`config.mk`:
```
export PLATFORM = sky130hd
export DESIGN_NAME = rating_display_ctrl
export DESIGN_NICKNAME = d
export VERILOG_FILES = /design/src/rtl/rhythm_pkg.sv /design/src/rtl/grade_classify.sv /design/src/rtl/rating_display_ctrl.sv
export SDC_FILE = /design/constraint.sdc
export NUM_CORES = 1
export LEC_CHECK = 0
export ABC_AREA = 1
export BUFFER_PORTS_ARGS = -buffer_cell sky130_fd_sc_hd__buf_2
export CORE_MARGIN = 10
export CORE_UTILIZATION = 65
export DETAILED_ROUTE_END_ITERATION = 10
export PLACE_DENSITY_LB_ADDON = 0.15
export REMOVE_ABC_BUFFERS = 1
export SLEW_MARGIN = 10
export SYNTH_ARGS = -nofsm -noshare
export SYNTH_HDL_FRONTEND = slang
export SYNTH_HIERARCHICAL = 1
export SYNTH_SLANG_ARGS = --single-unit
```
`constraint.sdc`:
```
create_clock -name clk -period 4.8 [get_ports clk]
set_input_delay 0.48 -clock clk [delete_from_list [all_inputs] [get_ports clk]]
set_output_delay 0.48 -clock clk [all_outputs]
set_load 0.03 [all_outputs]
```
`src/rtl/rhythm_pkg.sv`:
```
// Shared grade encoding, seven-segment display codes and FSM state type.
// Latency: n/a (constants and types only).
// Backpressure: n/a.
package rhythm_pkg;

    // Grade encoding, ordered so that a larger value is a better grade.
    localparam logic [2:0] GRADE_F  = 3'd0;
    localparam logic [2:0] GRADE_C  = 3'd1;
    localparam logic [2:0] GRADE_B  = 3'd2;
    localparam logic [2:0] GRADE_A  = 3'd3;
    localparam logic [2:0] GRADE_S  = 3'd4;
    localparam logic [2:0] GRADE_SS = 3'd5;

    // Seven-segment character codes understood by the HEX decoders.
    localparam logic [3:0] SEG_5     = 4'd5;
    localparam logic [3:0] SEG_A     = 4'd10;
    localparam logic [3:0] SEG_B     = 4'd11;
    localparam logic [3:0] SEG_C     = 4'd12;
    localparam logic [3:0] SEG_F     = 4'd13;
    localparam logic [3:0] SEG_BLANK = 4'd14;

    typedef enum logic [1:0] {
        ST_IDLE,
        ST_LIVE,
        ST_REVEAL,
        ST_HOLD
    } state_t;

endpackage

```
`src/rtl/grade_classify.sv`:
```
// Maps a score onto a grade using descending unsigned thresholds.
// Latency: combinational, zero cycles.
// Backpressure: none; output follows inputs continuously.
// Ports: score and the five thresholds (all SCORE_W wide) in, 3-bit grade out.
module grade_classify
    import rhythm_pkg::*;
#(
    parameter int unsigned SCORE_W = 20
) (
    input  logic [SCORE_W-1:0] score,
    input  logic [SCORE_W-1:0] max_score,
    input  logic [SCORE_W-1:0] t_s,
    input  logic [SCORE_W-1:0] t_a,
    input  logic [SCORE_W-1:0] t_b,
    input  logic [SCORE_W-1:0] t_c,
    output logic [2:0]         grade
);

    always_comb begin
        grade = GRADE_F;
        if (score >= max_score)  grade = GRADE_SS;
        else if (score >= t_s)   grade = GRADE_S;
        else if (score >= t_a)   grade = GRADE_A;
        else if (score >= t_b)   grade = GRADE_B;
        else if (score >= t_c)   grade = GRADE_C;
    end

endmodule

```
`src/rtl/rating_display_ctrl.sv`:
```
// Rating display controller: live grade, blinking end-of-song reveal, best grade tracking.
// Latency: every output registered; a sampled score shows on grade/display one cycle later.
// Backpressure: none; score_valid/song_start/song_end are strobes acted on the cycle they arrive.
// Ports: clk, resetn (sync, active-low); score/score_valid/song_start/song_end in;
//        rating_hi/rating_lo (HEX5/HEX4 codes), grade, best_grade, final_valid, new_best out.
module rating_display_ctrl
    import rhythm_pkg::*;
#(
    parameter int unsigned SCORE_W       = 20,
    parameter int unsigned MAX_SCORE     = 1000000,
    parameter int unsigned T_S           = 900000,
    parameter int unsigned T_A           = 850000,
    parameter int unsigned T_B           = 800000,
    parameter int unsigned T_C           = 700000,
    parameter int unsigned BLINK_HALF    = 12500000,
    parameter int unsigned BLINK_TOGGLES = 6
) (
    input  logic               clk,
    input  logic               resetn,
    input  logic [SCORE_W-1:0] score,
    input  logic               score_valid,
    input  logic               song_start,
    input  logic               song_end,
    output logic [3:0]         rating_hi,
    output logic [3:0]         rating_lo,
    output logic [2:0]         grade,
    output logic [2:0]         best_grade,
    output logic               final_valid,
    output logic               new_best
);

    localparam int unsigned CNT_W = (BLINK_HALF > 1) ? $clog2(BLINK_HALF) : 1;
    localparam int unsigned PH_W  = (BLINK_TOGGLES > 1) ? $clog2(BLINK_TOGGLES) : 1;
    localparam logic [CNT_W-1:0] LAST_CNT   = CNT_W'(BLINK_HALF - 1);
    localparam logic [PH_W-1:0]  LAST_PHASE = PH_W'(BLINK_TOGGLES - 1);

    state_t            state;
    logic [CNT_W-1:0]  blink_cnt;
    logic [PH_W-1:0]   phase;
    logic [2:0]        live_grade;
    logic [2:0]        final_grade;

    grade_classify #(
        .SCORE_W (SCORE_W)
    ) u_classify (
        .score     (score),
        .max_score (SCORE_W'(MAX_SCORE)),
        .t_s       (SCORE_W'(T_S)),
        .t_a       (SCORE_W'(T_A)),
        .t_b       (SCORE_W'(T_B)),
        .t_c       (SCORE_W'(T_C)),
        .grade     (live_grade)
    );

    // A score arriving together with song_end is the last word on the result.
    assign final_grade = score_valid ? live_grade : grade;

    // {hi, lo} display pair for a grade; only SS uses the left digit.
    function automatic logic [7:0] grade_code(input logic [2:0] g);
        case (g)
            GRADE_SS: grade_code = {SEG_5,     SEG_5};
            GRADE_S:  grade_code = {SEG_BLANK, SEG_5};
            GRADE_A:  grade_code = {SEG_BLANK, SEG_A};
            GRADE_B:  grade_code = {SEG_BLANK, SEG_B};
            GRADE_C:  grade_code = {SEG_BLANK, SEG_C};
            default:  grade_code = {SEG_BLANK, SEG_F};
        endcase
    endfunction

    always_ff @(posedge clk) begin
        if (!resetn) begin
            state       <= ST_IDLE;
            rating_hi   <= SEG_BLANK;
            rating_lo   <= SEG_BLANK;
            grade       <= GRADE_F;
            best_grade  <= GRADE_F;
            final_valid <= 1'b0;
            new_best    <= 1'b0;
            blink_cnt   <= '0;
            phase       <= '0;
        end else begin
            new_best <= 1'b0;
            // song_start restarts a song from any state and beats song_end.
            if (song_start) begin
                state                  <= ST_LIVE;
                grade                  <= GRADE_F;
                {rating_hi, rating_lo} <= {SEG_BLANK, SEG_F};
                final_valid            <= 1'b0;
                blink_cnt              <= '0;
                phase                  <= '0;
            end else begin
                case (state)
                    ST_LIVE: begin
                        if (song_end) begin
                            state                  <= ST_REVEAL;
                            grade                  <= final_grade;
                            {rating_hi, rating_lo} <= {SEG_BLANK, SEG_BLANK};
                            blink_cnt              <= '0;
                            phase                  <= '0;
                        end else if (score_valid) begin
                            grade                  <= live_grade;
                            {rating_hi, rating_lo} <= grade_code(live_grade);
                        end
                    end
                    ST_REVEAL: begin
                        if (blink_cnt == LAST_CNT) begin
                            blink_cnt <= '0;
                            if (phase == LAST_PHASE) begin
                                state                  <= ST_HOLD;
                                {rating_hi, rating_lo} <= grade_code(grade);
                                final_valid            <= 1'b1;
                                phase                  <= '0;
                                if (grade > best_grade) begin
                                    best_grade <= grade;
                                    new_best   <= 1'b1;
                                end
                            end else begin
                                phase <= phase + 1'b1;
                                // Even phases are blank, odd phases show the grade.
                                if (phase[0])
                                    {rating_hi, rating_lo} <= {SEG_BLANK, SEG_BLANK};
                                else
                                    {rating_hi, rating_lo} <= grade_code(grade);
                            end
                        end else begin
                            blink_cnt <= blink_cnt + 1'b1;
                        end
                    end
                    default: begin
                        // IDLE and HOLD only react to song_start, handled above.
                    end
                endcase
            end
        end
    end

endmodule

```
## Word level (Yosys, flattened, before mapping)

Cells that the tools add are included.

- Add/subtract/negate cells: 2
- Order comparisons: 6
- Equal/unequal tests: 22
- Muxes and demuxes: 33
- Bitwise gates (word level): 5
- Reduce and logical (&&, ||, !) cells: 13

Operators with widths:

| operator | number |
|---|---|
| greater-or-equal comparator 20 bit (second input constant) | 5 |
| case mux 8 bit (5 select lines) | 2 |
| two-way mux 24 bit | 2 |
| case mux 24 bit (2 select lines) | 1 |
| two-way mux 4 bit | 10 |
| adder 24 x 1 -> 24 bit (second input constant) | 1 |
| equality test 24 bit (second input constant) | 1 |
| two-way mux 3 bit | 7 |
| case mux 4 bit (2 select lines) | 2 |
| equality test 3 bit (second input constant) | 5 |
| equality test 3 x 2 -> 1 bit (second input constant) | 4 |
| != test 3 bit (second input constant) | 4 |
| AND reduction 3 bit | 4 |
| two-way mux 2 bit | 4 |
| AND reduction 4 bit | 2 |
| equality test 3 x 1 -> 1 bit (second input constant) | 2 |
| != test 2 bit (second input constant) | 3 |
| case mux 3 bit (2 select lines) | 1 |
| inverter 1 bit | 5 |
| AND reduction 5 bit | 1 |
| OR reduction 5 bit | 1 |
| != test 4 bit (second input constant) | 1 |
| case mux 2 bit (2 select lines) | 1 |
| AND reduction 2 bit | 2 |
| other kinds (8) | 10 |

- Register bits after elaboration: 45
- Bits of input ports: 25
- Output and inout bits: 16
- Word-level logic and storage cells: 92

## Longest topological paths before layout

Gate-level depths: netlist (run 1).

- Word-level depth: 12
- Gate-level depth with buffers: 22
- Gate-level depth less buffers: 22

## Cells and area by module

The synthesis (run 1) kept the hierarchy.

By module, submodules not included:

| module | times used | cells each | area each (µm²) | seq. area each (µm²) |
|---|---|---|---|---|
| grade_classify | 1 | 447 | 2743.9 | 0.0 |
| rating_display_ctrl | 1 | 376 | 2565.0 | 860.8 |

## Worst setup path after synthesis (run 1)

OpenSTA, ideal clock, no wires.

- Kind: input -> register
- From: in score[17]
- To: reg rating_hi[0]
- Setup time: 0.074 ns
- Data arrival time: 2.070 ns
- Data required time: 4.726 ns
- Path slack: 2.657 ns
- Stages on the path: 13
- Buffers on the path: 0
- Cell sequence: ha_1 -> nand4_1 -> or2_1 -> nand3b_4 -> a21oi_2 -> nor2_1 -> nand2_2 -> nor2_2 -> inv_1 -> nand4_1 -> o21ai_0 -> nand3_1 -> a21oi_1

- Elaborated cells between the ends (all ways): 19
- Those cells by class: order compare (5); eq/ne (5); mux (9)

RTL lines:

| element | RTL line | text |
|---|---|---|
| start, declared | rating_display_ctrl.sv:20 | `input logic [SCORE_W-1:0] score,` |
| greater-or-equal comparator 20 bit | grade_classify.sv:23 | `else if (score >= t_a) grade = GRADE_A;` |
| two-way mux 3 bit | grade_classify.sv:23 |  |
| two-way mux 3 bit | grade_classify.sv:22 | `else if (score >= t_s) grade = GRADE_S;` |
| two-way mux 3 bit * | grade_classify.sv:21 | `if (score >= max_score) grade = GRADE_SS;` |
| named net live_grade[2] | rating_display_ctrl.sv:40 | `logic [2:0] live_grade;` |
| equality test 3 x 1 -> 1 bit (tied with other cells) | rating_display_ctrl.sv:60 | `case (g)` |
| case mux 8 bit (5 select lines) * | rating_display_ctrl.sv:60 |  |
| two-way mux 4 bit * | rating_display_ctrl.sv:100 | `end else if (score_valid) begin` |
| two-way mux 4 bit * | rating_display_ctrl.sv:94 | `if (song_end) begin` |
| case mux 4 bit (2 select lines) * | rating_display_ctrl.sv:92 | `case (state)` |
| end signal, assigned | rating_display_ctrl.sv:97 | `{rating_hi, rating_lo} <= {SEG_BLANK, SEG_BLANK};` |
| end signal, assigned | rating_display_ctrl.sv:102 | `{rating_hi, rating_lo} <= grade_code(live_grade);` |
| end signal, assigned | rating_display_ctrl.sv:110 | `{rating_hi, rating_lo} <= grade_code(grade);` |
| end, declared | rating_display_ctrl.sv:24 | `output logic [3:0] rating_hi,` |

Mark *: on every way through the listed nets, which the timed path passes. The rest lies on a longest branch. The select of a mux whose other input is x is not followed.
A chain may end at the register's enable or synchronous reset.

## Final worst setup path (run 1)

- From: in score[19]
- To: reg rating_hi[0]

- Elaborated cells between the ends (all ways): 19
- Those cells by class: order compare (5); eq/ne (5); mux (9)

RTL lines:

| element | RTL line | text |
|---|---|---|
| greater-or-equal comparator 20 bit | grade_classify.sv:24 | `else if (score >= t_b) grade = GRADE_B;` |
| two-way mux 3 bit | grade_classify.sv:24 |  |
| two-way mux 3 bit | grade_classify.sv:23 |  |
| two-way mux 3 bit | grade_classify.sv:22 |  |
| two-way mux 3 bit * | grade_classify.sv:21 |  |
| named net live_grade[1] | rating_display_ctrl.sv:40 |  |
| equality test 3 x 1 -> 1 bit (tied with other cells) | rating_display_ctrl.sv:60 |  |
| case mux 8 bit (5 select lines) * | rating_display_ctrl.sv:60 |  |
| two-way mux 4 bit * | rating_display_ctrl.sv:100 |  |
| two-way mux 4 bit * | rating_display_ctrl.sv:94 |  |
| case mux 4 bit (2 select lines) * | rating_display_ctrl.sv:92 |  |

Marked as above.

==> results of run 1 <==
[cells by family (layout without fill, tap and decap cells)]
group | Yosys count | after routing | synth area share
AO/OA/AOI/OAI | 107 | 107 | 0.109
other | 2 | 101 | 0.00141
XOR/XNOR | 4 | 4 | 0.00660
AND/OR/NAND/NOR | 379 | 379 | 0.338
flip-flops | 43 | 43 | 0.162
adder cells (fa/ha/maj) | 104 | 104 | 0.245
buffers and inverters | 184 | 224 | 0.137
[metrics by stage]
step	power (mW)	worst slack, ns	utilization	hold slack (ns)	instances
floorplan	0.597	2.65	-	0.456	915
detailed placement	0.679	2.12	0.757	0.452	1056
global placement	0.664	2.18	0.757	0.447	1056
CTS	0.973	2.42	0.772	0.423	1064
finish	0.984	2.40	0.772	0.418	1064
global route	1.05	2.21	0.772	0.433	1064
[cells in the final DEF (no fill, tap or decap), drive strengths merged, types with 2 or more instances in the layout]
cell type | Yosys | layout
or2 | 3 | 3
o21a | 2 | 2
clkinv | 4 | 5
nand3 | 42 | 42
o211ai | 2 | 2
ha | 104 | 104
and2 | 2 | 2
a21o | 2 | 2
xor2 | 2 | 2
xnor2 | 2 | 2
inv | 173 | 173
a21oi | 68 | 68
buf | 7 | 39
nor2 | 97 | 97
clkbuf | 0 | 6
nor4 | 3 | 3
o21ai | 26 | 26
nor3b | 4 | 4
nand2 | 188 | 188
nand4 | 22 | 22
dfxtp | 43 | 43
a211oi | 2 | 2
nor3 | 16 | 16
conb | 2 | 101
[final timing paths]
check	startpoint	end	slack, ns	cells after the start
setup / recovery	score[19]	rating_hi[0]	2.40	16
hold / removal	resetn	rating_lo[1]	0.42	2
setup reg to reg	blink_cnt[0]	best_grade[1]	2.94	10
hold reg to reg	final_valid	final_valid	0.47	1
[layout make-up]
| cell class | count | area, um^2 |
|---|---|---|
| flip-flops and latches | 43 | 861 |
| multi-input cells | 695 | 4090 |
| clock buffers | 6 | 82.6 |
| fillers | 668 | 1790 |
| repair buffers | 39 | 195 |
| well taps | 102 | 128 |
| clock inverters | 2 | 35.0 |
| inverters | 177 | 666 |
[worst max-delay path: stages]
cell and delay [ns]:
buf_2 0.14, ha_1 0.34, nand2_2 0.11, inv_1 0.04, nand2_1 0.06, nand2_1 0.07
a21oi_1 0.18, nand3_1 0.10, nor2_1 0.20, and2_4 0.18, nor2_2 0.04, inv_1 0.06
nand4_1 0.11, o21ai_0 0.26, nand3_1 0.11, a21oi_1 0.14
[layer usage]
layer,up-vias,global-route usage,part of all wire
met5,-,0,0
met3,13,0.0284,0.051
li1,2814,-,-
met2,125,0.391,0.50
met4,0,0.0211,0.0076
met1,2431,0.272,0.44
[cell usage after synthesis (2+ instances only)]
master / n
nand2_1: 173
nand3_2: 2
xor2_1: 2
ha_1: 104
buf_2: 2
o21ai_1: 8
nand4_1: 22
dfxtp_1: 43
xnor2_1: 2
nor2_1: 83
conb_1: 2
nor3_1: 13
nand2_2: 9
a21o_1: 2
nand3_1: 39
buf_4: 3
clkinv_1: 3
inv_1: 169
nor3b_2: 3
nor3_2: 3
a21oi_1: 67
o211ai_1: 2
nor2_4: 3
inv_2: 4
nor2_2: 10
nor4_1: 2
o21ai_0: 17
nand2_4: 6
or2_1: 2
o21a_1: 2
[sequential cells by signal, summed over array words and instances, names as in the netlist]
name and count:
blink_cnt 24, new_best 1, final_valid 1, grade 3
rating_lo 4, phase 3, state 2, best_grade 3
rating_hi 2
[report_power, final]
group / internal [mW] / leakage (nW) / switching, mW
Combinational: 0.114 / 2.91 / 0.203
Sequential: 0.362 / 0.348 / 0.00445
Clock: 0.169 / 0.0612 / 0.132
Total: 0.644 / 3.32 / 0.340
==> results.py, run 1 <==
metrics = {
    "setup_path": {
        "arrival_ns": 2.63,
        "cp.required_ns": 5.03,
        "crit_fanout": 5,
        "worst_setup_path_start_kind": "input port",
        "end_kind": "flip-flop",
        "worstSetupPathType": "input port to flip-flop",
    },
    "placed_design": {
        "dpl_cell_area_um2": 5940,
        "hpwl_um": 10500,
        "io_buffers": 39,
        "place_congestion": 0.930,
    },
    "logic_synthesis": {
        "synth.top_cells.by_area": "ha_1 (25%), dfxtp_1 (16%), nand2_1 (12%)",
        "seq_area_frac_synth": 0.162,
        "synth_cells": 823,
        "yosysUniqueCellTypes": 51,
        "yosys_warnings": 6,
        "ys_async_sr_fraction": 0,
        "synthFlopType": "dfxtp_1",
        "syn-cell-area_um2": 5310,
        "synth.top_cell.area_share": 0.245,
        "synth_top_area_cell": "ha_1",
        "synth-seq-cells": 43,
        "synth_edf_count": 0,
        "synth.avg_cell_area_um2": 6.45,
    },
    "clock_tree": {
        "root_buffer": "clkbuf_8",
        "cts_buffer_depth": 2,
        "h-tree-depth": 2,
        "cts_buffers": 5,
        "tritoncts": "yes",
        "postCtsHoldBufs": 0,
        "numClockSinks": 43,
        "cts_setup_buffers": 0,
        "clk_latency_ns": 0.30,
        "clk_pin_slew_ns": 0.09,
        "cts_resized": 0,
    },
    "die": {
        "initial_utilization": 0.676,
        "dieArea_um2": 12200,
        "ios": 41,
        "die_x_um": 110,
        "rows": 32,
        "die_height_um": 110,
        "coreArea_um2": 7850,
    },
    "layout": {
        "syn_to_final_growth_pct": 14.1,
        "antenna_cells": 0,
        "finish.instance_area_um2": 6060,
        "drive_above_1_share": 0.101,
        "fin_nets": 1090,
    },
    "global_route": {
        "grt_pass1_vias": 5121,
        "antenna_found_initial": 0,
        "overflow": 0,
        "grt_pass1_wl_um": 22100,
        "grt_usage": 0.215,
        "grt_start_max_net_pins": 22,
    },
    "detailed_routing": {
        "viasPerCell": 5.06,
        "wl_per_cell_um": 11.9,
        "drc_errors": 0,
        "antenna_left": 0,
        "firstDrtPassIters": 5,
        "routed_wl_um": 12600,
        "drtIter0Drc": 283,
        "vias": 5383,
    },
    "pwr": {
        "powerDensity_nw_per_um2": 162,
        "ir_drop_mv": 0.128,
        "leakage_nw": 3.32,
    },
    "timing": {
        "rsz0062_at_grt": "no",
        "fin_setup_tns_ns": 0,
        "hold_viol": 0,
        "setup_violations": 0,
        "final_min_period_over_clock_period": 0.500,
        "fin_skew_ns": 0.0108,
        "min_period_ns": 2.40,
        "slew_viol_final": 0,
        "max_freq_ghz": 0.417,
    },
    "min_path": {
        "hold_path_class": "input port to flip-flop",
    },
    "run_status": {
        "status": "complete, no violations",
    },
    "run": {
        "cap_violations": 0,
    },
}
(Power assumes the default switching activity.)
==> inputs of run 2 (changes only) <==
--- a/config.mk
+++ b/config.mk
@@ -5,10 +5,10 @@
 export SDC_FILE = /design/constraint.sdc
 export NUM_CORES = 1
 export LEC_CHECK = 0
-export ABC_AREA = 1
+export ABC_AREA = 0
 export BUFFER_PORTS_ARGS = -buffer_cell sky130_fd_sc_hd__buf_2
 export CORE_MARGIN = 10
-export CORE_UTILIZATION = 65
+export CORE_UTILIZATION = 62
 export DETAILED_ROUTE_END_ITERATION = 10
 export PLACE_DENSITY_LB_ADDON = 0.15
 export REMOVE_ABC_BUFFERS = 1
==> constraint.sdc (replaced) <==
create_clock -name clk -period 2.4 [get_ports clk]
set_input_delay 0.24 -clock clk [delete_from_list [all_inputs] [get_ports clk]]
set_output_delay 0.24 -clock clk [all_outputs]
set_load 0.03 [all_outputs]
==> run 2 against run 1 <==
Synthesized area shrank 11%. Critical path depth is 1 lower. Total power up 91%. First-iteration DRC count decreased by 33%. Die area is 5.5% lower. Via count fell by 12%. Sequential cell count did not move. Synthesized cell count fell by 26%. Cell area is 1.2% lower. Largest power group unchanged.
==> results.py, run 2 <==
metrics = {
    "layout": {
        "drive_above_1_share": 0.166,
        "layout_common_cells": "inv_1 (104), conb_1 (101), ha_1 (100)",
        "antenna_cells": 0,
        "multi_input_area_um2": 3960,
        "top_register": "blink_cnt",
        "syn_to_final_growth_pct": 26.6,
        "layout_commonest_cell": "inv_1",
        "fin_nets": 917,
        "fin_util": 0.816,
        "largest_reg_flops": 24,
        "seqCellArea_um2": 861,
        "nFillCells": 520,
        "reg_top3": "blink_cnt x24, rating_lo x4",
    },
    "run_status": {
        "status": "complete, no violations",
    },
    "pwr": {
        "comb_power_share": 0.368,
        "finalPower_mw": 1.88,
        "pwr-share-clk": 0.244,
        "sw_frac_of_total": 0.342,
        "ir_drop_mv": 0.321,
        "powerDensity_nw_per_um2": 314,
        "netSwitchingPower_uw": 642,
        "seqPwrFrac": 0.388,
        "p_int_mw": 1.24,
        "leakage_nw": 3.14,
    },
    "global_route": {
        "grt_usage": 0.194,
        "grt_pass1_vias": 4612,
        "grt_pass1_wl_um": 19400,
        "grt_start_max_net_pins": 16,
        "antenna_found_initial": 0,
        "overflow": 0,
    },
    "timing": {
        "fin_skew_ns": 0.0115,
        "max_freq_ghz": 0.418,
        "slew_headroom": 0.327,
        "setup_violations": 0,
        "min_period_ns": 2.39,
        "setup_ws_ns": 0.00869,
        "hold_viol": 0,
        "rsz0062_at_grt": "yes",
        "fin_setup_tns_ns": 0,
        "slew_viol_final": 0,
        "hold_slack_ns": 0.224,
        "tightest_slew_ns": 0.984,
        "final_min_period_over_clock_period": 0.996,
    },
    "clock_tree": {
        "numClockSinks": 43,
        "cts_buffers": 5,
        "postCtsHoldBufs": 0,
        "cts_buffer_depth": 2,
        "root_buffer": "clkbuf_8",
        "tritoncts": "yes",
        "clk_latency_ns": 0.30,
        "clk_pin_slew_ns": 0.08,
        "h-tree-depth": 2,
    },
    "detailed_routing": {
        "drtIter0Drc": 191,
        "routed_wl_um": 11500,
        "drc_errors": 0,
        "vias": 4761,
        "viasPerCell": 5.36,
        "firstDrtPassIters": 5,
        "wl_per_cell_um": 13.0,
        "antenna_left": 0,
    },
    "setup_path": {
        "worst_setup_path_start_kind": "input port",
        "r2r-start": "blink_cnt[0]",
        "path_depth": 15,
        "crit_path_cell_trace": "buf_2 -> buf_4 -> buf_4 -> ha_4 -> a21oi_2 -> o21ai_1 -> a21oi_1 -> o21ai_2 -> a221oi_2 -> nand4_4 -> a21oi_4 -> nand2b_1 -> a221oi_2 -> o21ai_1 -> o311ai_1",
        "reg2reg_to": "best_grade[1]",
        "cp-endpoint": "rating_lo[1]",
        "crit_slowest_cell": "a221oi_2",
        "ff2ff_path_depth": 7,
        "cp_top_family": "compound AO/OA/AOI/OAI gates",
        "critical_path.startpoint": "score[10]",
        "rrSetupSlack_ns": 0.14,
        "slowest_delay_ns": 0.40,
        "cp_num_buf_inv": 3,
        "worstSetupPathType": "input port to flip-flop",
        "crit_fanout": 5,
        "end_kind": "flip-flop",
        "arrival_ns": 2.61,
        "cp.required_ns": 2.61,
    },
    "logic_synthesis": {
        "synth_cells": 608,
        "synth_edf_count": 0,
        "synthTopCellsByCount": "ha_1 (104), inv_1 (104), nand2_1 (50), a21oi_1 (47), dfxtp_1 (43)",
        "synth.top_cell.area_share": 0.275,
        "synth_top_area_cell": "ha_1",
        "yosys_warnings": 6,
        "synthFlopType": "dfxtp_1",
        "syn-cell-area_um2": 4720,
        "synth.avg_cell_area_um2": 7.77,
        "yosysUniqueCellTypes": 62,
        "seq_area_frac_synth": 0.182,
        "synth.top_cells.by_area": "ha_1 (28%), dfxtp_1 (18%), inv_1 (8.3%)",
        "synth-seq-cells": 43,
        "ys_async_sr_fraction": 0,
    },
    "placed_design": {
        "io_buffers": 39,
        "dp_slack_ns": -0.383,
        "hpwl_um": 9110,
        "place_congestion": 0.931,
    },
    "die": {
        "ios": 41,
        "rows": 31,
        "dieArea_um2": 11500,
        "die_height_um": 107,
        "die_x_um": 107,
        "initial_utilization": 0.644,
        "coreArea_um2": 7330,
    },
    "min_path": {
        "hold_path_class": "input port to flip-flop",
    },
    "run": {
        "cap_violations": 0,
    },
}
==> run 2: metrics by stage <==
step                cell area (um^2)  instances
floorplan                       5030        694
global placement                5680        876
detailed placement              5680        876
CTS                             5810        886
global route                    5980        888
finish                          5980        888
==> run 2: worst min path at each step <==
stage | startpoint | endpoint | slack (ns) | depth (start not counted)
5_1_grt | resetn | rating_lo[1] | 0.23 | 2
6_report | resetn | rating_lo[1] | 0.22 | 2
3_3_place_gp | final_valid | final_valid | 0.45 | 1
4_1_cts | resetn | rating_lo[1] | 0.23 | 2
3_5_place_dp | final_valid | final_valid | 0.46 | 1
2_1_floorplan | resetn | rating_lo[1] | 0.33 | 1
==> run 2: cell type report <==
cell class,instances,area share
Timing Repair Buffer,87,0.0945
Multi-Input combinational cell,547,0.661
Sequential cell,43,0.144
Tap cell,99,0.0207
Inverter,104,0.0653
Clock inverter,2,0.00209
Clock buffer,6,0.0121
==> run 2: routing by layer <==
layer | global-route usage | routed length (um) | vias up
met5 | 0 | 0 | -
met1 | 0.227 | 4970 | 2171
met2 | 0.346 | 5650 | 144
met4 | 0.0513 | 180 | 0
met3 | 0.0437 | 744 | 26
li1 | - | - | 2420
==> run 2: cells by family (layout without fill, tap and decap cells) <==
family                     Yosys count  in the layout  synth area share
AOI/OAI and AO/OA                  138            138             0.193
xor gates and xnor gates            12             12            0.0222
adders and majority gates          104            104             0.275
buffers and inverters              117            199            0.0972
DFF                                 43             43             0.182
muxes                                6              6            0.0130
other                                2            101           0.00159
and+or+nand+nor                    186            186             0.216
==> run 2: timing repair <==
item	CTS	global route
buffers inserted	2	2
gates resized for setup	11	36
endpoints found under the hold margin	0	0
gates cloned	0	0
setup endpoints to repair	4	7
pin swaps	2	18
==> run 2: worst reg2reg max path, delay by kind of cell, from the launching register on <==
family	cells	cell delay [ns]
buffers and inverters	1	0.20
muxes	1	0.28
and+or+nand+nor	4	1.04
adders and majority gates	1	0.28
DFF	1	0.39
==> run 2: power by group through the flow <==
stage                     combinational, mW  clock (mW)  sequential, mW
after global routing                  0.788       0.490           0.730
after CTS                             0.620       0.460           0.728
after global placement                0.564           0           0.744
after detailed placement              0.593           0           0.745
after floorplan                       0.370           0           0.757
final                                 0.691       0.458           0.729
